File: src/rtl/snake_pkg.sv
// rtl/snake_pkg.sv - shared heading encodings and helpers for the snake game
// Contents: dir_t (one-hot heading), DIR_UP/DIR_DOWN/DIR_LEFT/DIR_RIGHT,
//           DIR_RESET, and opposite() which maps a heading to its reverse.
package snake_pkg;

    typedef logic [3:0] dir_t;

    localparam dir_t DIR_UP    = 4'b1000;
    localparam dir_t DIR_DOWN  = 4'b0100;
    localparam dir_t DIR_LEFT  = 4'b0010;
    localparam dir_t DIR_RIGHT = 4'b0001;
    localparam dir_t DIR_RESET = DIR_DOWN;

    // Non one-hot inputs have no reverse; zero never matches a real press.
    function automatic dir_t opposite(input dir_t d);
        case (d)
            DIR_UP:    opposite = DIR_DOWN;
            DIR_DOWN:  opposite = DIR_UP;
            DIR_LEFT:  opposite = DIR_RIGHT;
            DIR_RIGHT: opposite = DIR_LEFT;
            default:   opposite = 4'b0000;
        endcase
    endfunction

endpackage

File: src/rtl/btn_debounce.sv
// rtl/btn_debounce.sv - per-button synchronizer, debouncer and rising-edge detector
// Parameters: DEB_CYCLES - stable cycles needed before the debounced level moves (>=2)
// Ports:
//   clk     in  system clock
//   rst_n   in  asynchronous active-low reset
//   btn_i   in  raw asynchronous button level
//   rise_o  out one-cycle pulse when the debounced level goes 0->1
module btn_debounce #(
    parameter int DEB_CYCLES = 500000
) (
    input  logic clk,
    input  logic rst_n,
    input  logic btn_i,
    output logic rise_o
);

    localparam int              CNT_W   = $clog2(DEB_CYCLES);
    localparam logic [CNT_W-1:0] CNT_MAX = CNT_W'(DEB_CYCLES - 1);

    logic             sync1_q, sync2_q;
    logic             deb_q, deb_d;
    logic             deb_dly_q;
    logic [CNT_W-1:0] cnt_q, cnt_d;

    // The counter only runs while the synchronized input disagrees with the
    // debounced level; any agreeing sample restarts the stability window.
    always_comb begin
        cnt_d = '0;
        deb_d = deb_q;
        if (sync2_q != deb_q) begin
            if (cnt_q == CNT_MAX) begin
                deb_d = sync2_q;
                cnt_d = '0;
            end else begin
                cnt_d = cnt_q + 1'b1;
            end
        end
    end

    always_ff @(posedge clk or negedge rst_n) begin
        if (!rst_n) begin
            sync1_q   <= 1'b0;
            sync2_q   <= 1'b0;
            deb_q     <= 1'b0;
            deb_dly_q <= 1'b0;
            cnt_q     <= '0;
        end else begin
            sync1_q   <= btn_i;
            sync2_q   <= sync1_q;
            deb_q     <= deb_d;
            deb_dly_q <= deb_q;
            cnt_q     <= cnt_d;
        end
    end

    assign rise_o = deb_q & ~deb_dly_q;

endmodule

File: src/rtl/direction_queue.sv
// rtl/direction_queue.sv - debounced direction buttons feeding a turn FIFO for the snake heading
// Optional feature macro: DIRQ_DROP_CNT_EN (adds drop_cnt output)
// Parameters: DEPTH (1..8) turn FIFO entries, DEB_CYCLES debounce window
// Ports:
//   clk        in  system clock
//   rst_n      in  asynchronous active-low reset
//   btn[3:0]   in  raw buttons [3]=up [2]=down [1]=left [0]=right
//   step       in  game tick pulse, pops one queued turn
//   clear      in  synchronous new-game flush (debounce state untouched)
//   direction  out current one-hot heading
//   pending    out number of queued turns
//   drop_cnt   out saturating count of valid presses lost to a full FIFO (macro only)
module direction_queue
    import snake_pkg::*;
#(
    parameter int DEPTH      = 2,
    parameter int DEB_CYCLES = 500000
) (
    input  logic                         clk,
    input  logic                         rst_n,
    input  logic [3:0]                   btn,
    input  logic                         step,
    input  logic                         clear,
    output logic [3:0]                   direction,
    output logic [$clog2(DEPTH+1)-1:0]   pending
`ifdef DIRQ_DROP_CNT_EN
    ,
    output logic [7:0]                   drop_cnt
`endif
);

    localparam int                PEND_W    = $clog2(DEPTH + 1);
    localparam int                PTR_W     = (DEPTH > 1) ? $clog2(DEPTH) : 1;
    localparam logic [PEND_W-1:0] PEND_FULL = PEND_W'(DEPTH);
    localparam logic [PTR_W-1:0]  PTR_LAST  = PTR_W'(DEPTH - 1);

    logic [3:0]        rise;
    dir_t              fifo_q [DEPTH];
    logic [PTR_W-1:0]  wr_ptr_q, rd_ptr_q, tail_idx;
    logic [PEND_W-1:0] pending_q, pending_d;
    dir_t              direction_q, ref_dir;
    logic              press_ok, accept, full, do_pop, do_push, do_drop;

    for (genvar i = 0; i < 4; i++) begin : g_deb
        btn_debounce #(.DEB_CYCLES(DEB_CYCLES)) u_deb (
            .clk    (clk),
            .rst_n  (rst_n),
            .btn_i  (btn[i]),
            .rise_o (rise[i])
        );
    end

    function automatic logic [PTR_W-1:0] ptr_inc(input logic [PTR_W-1:0] p);
        return (p == PTR_LAST) ? '0 : p + 1'b1;
    endfunction

    always_comb begin
        tail_idx  = (wr_ptr_q == '0) ? PTR_LAST : wr_ptr_q - 1'b1;
        // Exactly one rising edge: simultaneous rises are treated as noise.
        press_ok  = (rise != 4'd0) && ((rise & (rise - 4'd1)) == 4'd0);
        // New presses are judged against the last queued turn, not the
        // current heading, so a burst of taps can't build a reversal.
        ref_dir   = (pending_q != '0) ? fifo_q[tail_idx] : direction_q;
        accept    = press_ok && (rise != ref_dir) && (rise != opposite(ref_dir));
        full      = (pending_q == PEND_FULL);
        do_pop    = step && (pending_q != '0);
        // A full queue still takes a press when the same cycle frees a slot.
        do_push   = accept && (!full || do_pop);
        do_drop   = accept && full && !do_pop;
        pending_d = pending_q;
        if (do_push && !do_pop) begin
            pending_d = pending_q + 1'b1;
        end else if (do_pop && !do_push) begin
            pending_d = pending_q - 1'b1;
        end
    end

    always_ff @(posedge clk or negedge rst_n) begin
        if (!rst_n) begin
            for (int i = 0; i < DEPTH; i++) begin
                fifo_q[i] <= DIR_RESET;
            end
            wr_ptr_q    <= '0;
            rd_ptr_q    <= '0;
            pending_q   <= '0;
            direction_q <= DIR_RESET;
        end else if (clear) begin
            wr_ptr_q    <= '0;
            rd_ptr_q    <= '0;
            pending_q   <= '0;
            direction_q <= DIR_RESET;
        end else begin
            // On full push+pop, wr_ptr equals rd_ptr; the pop reads the old
            // value before the new entry lands in that slot.
            if (do_push) begin
                fifo_q[wr_ptr_q] <= rise;
                wr_ptr_q         <= ptr_inc(wr_ptr_q);
            end
            if (do_pop) begin
                direction_q <= fifo_q[rd_ptr_q];
                rd_ptr_q    <= ptr_inc(rd_ptr_q);
            end
            pending_q <= pending_d;
        end
    end

    assign direction = direction_q;
    assign pending   = pending_q;

`ifdef DIRQ_DROP_CNT_EN
    logic [7:0] drop_cnt_q;

    always_ff @(posedge clk or negedge rst_n) begin
        if (!rst_n) begin
            drop_cnt_q <= 8'd0;
        end else if (clear) begin
            drop_cnt_q <= 8'd0;
        end else if (do_drop && (drop_cnt_q != 8'hFF)) begin
            drop_cnt_q <= drop_cnt_q + 8'd1;
        end
    end

    assign drop_cnt = drop_cnt_q;
`else
    logic unused_drop;
    assign unused_drop = do_drop;
`endif

endmodule
File: config.mk
export PLATFORM = sky130hd
export DESIGN_NAME = direction_queue
export DESIGN_NICKNAME = d
export VERILOG_FILES = /design/src/rtl/snake_pkg.sv /design/src/rtl/btn_debounce.sv /design/src/rtl/direction_queue.sv
export SDC_FILE = /design/constraint.sdc
export NUM_CORES = 1
export LEC_CHECK = 0
export CAP_MARGIN = 20
export CORE_MARGIN = 2
export CORE_UTILIZATION = 41
export CTS_CLUSTER_SIZE = 14
export DETAILED_ROUTE_END_ITERATION = 8
export GPL_TIMING_DRIVEN = 0
export PLACE_DENSITY = 0.69
export REMOVE_ABC_BUFFERS = 1
export SETUP_SLACK_MARGIN = 0.02
export SLEW_MARGIN = 10
export SYNTH_ARGS = -nofsm -noshare
export SYNTH_HDL_FRONTEND = slang
export SYNTH_SLANG_ARGS = --single-unit
File: constraint.sdc
create_clock -name clk -period 3.2 [get_ports clk]
set_input_delay 0.8 -clock clk [delete_from_list [all_inputs] [get_ports clk]]
set_output_delay 0.8 -clock clk [all_outputs]
set_load 0.03 [all_outputs]
Word-level counts from Yosys, hierarchy flattened
Cells that the tools add are included.
Word-level totals
  register bits: 108
  input port bits: 8
  output and inout bits: 6
  logic and storage cells: 122
Cells by class
  $add $sub $neg: 10
  magnitude comparators: 4
  eq/ne operators: 15
  multiplexer cells: 31
  bitwise operators: 13
  reduce and logical (&&, ||, !) cells: 23
Operator list (number)
  $mux W19: 8
  $add A19 B1 Y19 const B: 4
  $eq A19 B19 Y1 const B: 4
  $mux W4: 10
  $pmux W4 S4: 1
  $reduce_and A2 Y1: 5
  $bwmux W8: 1
  $logic_and A1 B1 Y1: 8
  $ne A4 B4 Y1: 2
  $mux W1: 7
  $ge A2 B2 Y1 const B: 3
  $mux W2: 3
  $not A1 Y2: 3
  $reduce_bool A2 Y1: 3
  $not A1 Y1: 5
  $and A1 B1 Y1: 4
  $and A4 B4 Y4: 1
  $demux W4 S1: 1
  $eq A4 B1 Y1 const B: 1
  $eq A4 B2 Y1 const B: 1
  $eq A4 B3 Y1 const B: 1
  $eq A4 B4 Y1 const B: 1
  $logic_not A4 Y1: 1
  $ne A1 B1 Y1: 4
  other kinds (11): 14

Logic depth before layout (Yosys ltp)
  depth in word-level cells: 17
  gate-level depth with buffers: 9
  depth with buffers taken out: 7

Cells and area by module
Synthesis repeated with hierarchy kept, for this count alone.
Second synthesis, totals
  cells, all modules: 541
  area total of the unflattened synthesis: 5550.3 um^2
By module, submodules not included
  btn_debounce: instances 4, cells an instance 107, area an instance 1111.1 um^2, seq. area each 575.6 um^2
  direction_queue: instances 1, cells an instance 113, area an instance 1106.1 um^2, seq. area each 404.1 um^2

Worst setup path before layout
Ideal clock, no wire load.
  kind: register to register
  start point: register pending_q[0], in the netlist pending[0]
  end point: register fifo_q[5] in the netlist's numbering
  setup time: 125 ps
  arrival time: 2592 ps
  data required time: 3075 ps
  setup slack: 483 ps
  stages on the path, launching flop included: 10
  path buffers: 2
  period minus slack after synthesis: 2717 ps
  cell sequence: dfrtp_1 -> buf_6 -> or2_1 -> buf_6 -> a21oi_2 -> nand4b_1 -> nor2_1 -> o32a_2 -> nor4_4 -> mux2_2
Between the ends
  word-level cells in the longest chain between the ends: 8
  elaborated cells between the ends (all ways): 17
  classes of those cells: eq/ne (7); mux (2); reduce/logical (8)
RTL lines
  from (decl): line direction_queue.sv:40  | logic [PEND_W-1:0] pending_q, pending_d;
  from (signal assigned): line direction_queue.sv:103  | pending_q <= pending_d;
  $reduce_bool A2 Y1: line direction_queue.sv:63, direction_queue.sv:66
  $mux W4: line direction_queue.sv:63  | ref_dir = (pending_q != '0) ? fifo_q[tail_idx] : direction_q;
  $eq A4 B1 Y1 (tied with other cells): line snake_pkg.sv:16  | case (d)
  $pmux W4 S4: line snake_pkg.sv:16
  $ne A4 B4 Y1: line direction_queue.sv:64  | accept = press_ok && (rise != ref_dir) && (rise != opposite(ref_dir));
  $logic_and A1 B1 Y1: line direction_queue.sv:64
  $logic_and A1 B1 Y1 (*): line direction_queue.sv:68  | do_push = accept && (!full || do_pop);
  $reduce_and A2 Y1 (no source line) (*)
  to (signal, indexed assignment): line direction_queue.sv:96  | fifo_q[wr_ptr_q] <= rise;
  to (decl): line direction_queue.sv:38  | dir_t fifo_q [DEPTH];
Mark *: on every way between the ends. The rest lies on a longest branch, timed or not.
A chain may end at the register's enable or synchronous reset.

Final worst setup path
  start point: register pending_q[0], in the netlist pending[0]
  end point: register fifo_q[7] in the netlist's numbering
The elaborated chain is that of the path after synthesis.

==> flow_metrics.py <==
metrics = {
    "timing": {
        "setup_slack_ps": 357,
        "hold_violations": 0,
        "rsz0062_at_grt": "no",
        "final-setup-viol-count": 0,
        "period_share_pct": 88.8,
        "hold_slack_ps": 324,
        "fin_worst_skew_ps": 9.08,
        "finalMaxSlewViolations": 0,
        "fin_crit_ps": 2840,
        "worstMarginPinSlew_ps": 720,
        "clock.fmax_mhz": 352,
        "slew_headroom_pct": 51.9,
    },
    "synth": {
        "yosys_register_bits": 108,
        "synth_area_per_cell_um2": 10.3,
        "ys_seq_area_share_pct": 52.1,
        "syn_area_um2": 5190,
        "async_flop_share_pct": 100,
        "ys_warn_count": 0,
        "synth.distinct_cells": 50,
        "netlist_instances": 503,
        "synth_edf_count": 0,
        "synth_flop_cell": "dfrtp_1",
    },
    "clocking": {
        "cts_hold_buf": 0,
        "root_buffer": "clkbuf_16",
        "cts_tree": "yes",
        "post_cts_resized": 0,
        "clock_sinks": 108,
        "clk_pin_slew_worst_paths_ps": 70,
        "cts_made_buffers": 9,
        "cts_setup_buffers": 0,
        "htreeDepth": 3,
        "cts_buffer_depth": 2,
        "clk_latency_ps": 350,
    },
    "drt": {
        "drt-initial-drc-count": 240,
        "wl_per_cell_um": 12.7,
        "via_per_inst": 5.03,
        "drc": 0,
        "firstDrtPassIters": 4,
        "routed-via-count": 3458,
        "antenna_left": 0,
        "wirelength_mm": 8.72,
    },
    "place": {
        "dp_cells": 672,
        "dp_slack_ps": 361,
        "place_congestion": 0.771,
        "dpl-instance-area_um2": 5490,
        "io_buffers": 13,
        "hpwl_mm": 5.99,
    },
    "global_routing": {
        "grt_pass1_wl_mm": 15.5,
        "grtUsageTotal_pct": 14.2,
        "grt_pass1_vias": 3463,
        "grt_max_degree": 77,
        "antenna_found_initial": 0,
        "grt-ovfl-total": 0,
    },
    "finish": {
        "fin_nets": 523,
        "layout-drive-gt1-share_pct": 8.91,
        "fin_area_um2": 5770,
        "stdcell_count": 688,
        "n_antenna_cell": 0,
        "finalCoreUtilization_pct": 46.3,
        "final_cell_mix": "dfrtp_1, nor2_1, xor2_1",
        "area_growth_pct": 11.2,
        "mostFrequentLayoutCell": "dfrtp_1",
    },
    "min_path": {
        "holdCritPathClass": "in2async",
    },
    "critical_path": {
        "required_ps": 3430,
        "cp-end-kind": "flip-flop",
        "criticalPathCategory": "reg2reg",
        "r2r_cells": 6,
        "cp-start-kind": "flip-flop",
        "critPathMaxFanout": 9,
        "crit_arrival_ps": 3080,
    },
    "power": {
        "powerDensity_nw_per_um2": 443,
        "irDropWorstVdd_v": 0.000273,
        "p_leak_nw": 2.42,
    },
    "die": {
        "core_area_um2": 12500,
        "die_w_um": 117,
        "die_area_um2": 13600,
        "die_h_um": 117,
        "io_pins": 14,
        "placementRows": 41,
        "start_util_pct": 41.7,
    },
    "status": {
        "outcome": "finished clean",
    },
    "job": {
        "cap_violations": 0,
    },
}
[synthesized netlist by cell type (4+ instances only)]
cell	count	area share [%]
nand2_1	38	2.7
clkbuf_1	12	0.87
nor4_1	8	0.96
or2_2	4	0.48
mux2i_1	6	1.2
ha_1	4	0.96
nand2b_1	5	0.60
o21ai_0	4	0.39
xnor2_1	33	5.6
nand3_1	31	3.0
nand4_1	8	0.96
a211oi_1	4	0.58
dfrtp_1	105	51
nor2_1	101	7.3
and3_1	16	1.9
inv_1	5	0.36
nor3_1	9	0.87
nor2b_1	6	0.72
xor2_1	45	7.6
mux2_2	11	2.4
[critical path, cell delays in order (launching register included)]
cell and delay (ps):
dfrtp_1 490, or2_1 370, mux2i_4 410, a311oi_1 160, o32a_2 500, nor4_4 410
mux2_2 380
[metal layers]
metal  vias to the layer above  share of wire [%]  track usage [%]
met5                         -                  0                0
li1                       1709                  -                -
met4                         0                1.5             4.94
met2                        33                 48             22.9
met1                      1708                 48             19.0
met3                         8                2.9             3.11
[logic make-up (layout without fill, tap and decap cells)]
group                    count (synthesis)  in the layout  synth area share [%]
AND/OR/NAND/NOR                        247            247                  23.4
flip-flops                             108            108                  52.1
XOR/XNOR                                78             78                  13.2
AO/OA/AOI/OAI                           22             22                  3.18
multiplexers                            22             22                  5.28
buffers and inverters                   22             35                  1.93
adder cells (fa/ha/maj)                  4              4                 0.964
[power by group]
part / internal [mW] / switching, mW
Sequential: 1.38 / 0.0143
Combinational: 0.0269 / 0.0547
Clock: 0.606 / 0.471
[flip-flops by register name (all words and copies together) (netlist names)]
name / cells
g_deb.u_deb.cnt_q: 76
fifo_q: 8
direction: 4
g_deb.u_deb.deb_dly_q: 4
g_deb.u_deb.deb_q: 4
g_deb.u_deb.sync1_q: 4
g_deb.u_deb.sync2_q: 4
pending: 2
rd_ptr_q: 1
wr_ptr_q: 1
[stage by stage]
stage          total power, mW  TNS, ps
5_1_grt                   2.67        0
4_1_cts                   2.59        0
3_5_place_dp              1.51        0
2_1_floorplan             1.45        0
6_report                  2.56        0
3_3_place_gp              1.50  -271760
[area by class of cell]
cell class / instances / area, um2
Fill cell: 1131 / 6690
Timing Repair Buffer: 14 / 159
Clock inverter: 4 / 50.0
Multi-Input combinational cell: 373 / 2390
Inverter: 5 / 18.8
Tap cell: 172 / 215
Clock buffer: 12 / 236
Sequential cell: 108 / 2710
[worst paths after layout]
| kind | startpoint | end | slack, ps |
|---|---|---|---|
| setup / recovery | pending[0]$_DFFE_PN0P_ | fifo_q[7]$_DFFE_PN0P_ | 360 |
| hold / removal | rst_n | g_deb[0].u_deb.cnt_q[12]$_DFF_PN0_ | 320 |
| setup reg to reg | pending[0]$_DFFE_PN0P_ | fifo_q[7]$_DFFE_PN0P_ | 360 |
| hold reg to reg | g_deb[1].u_deb.sync1_q$_DFF_PN0_ | g_deb[1].u_deb.sync2_q$_DFF_PN0_ | 350 |
| max in group asynchronous | rst_n | direction[2]$_DFFE_PN1P_ | 2180 |
| min in group clk | g_deb[1].u_deb.sync1_q$_DFF_PN0_ | g_deb[1].u_deb.sync2_q$_DFF_PN0_ | 350 |
Note: power is estimated with default switching activity, not from simulation.
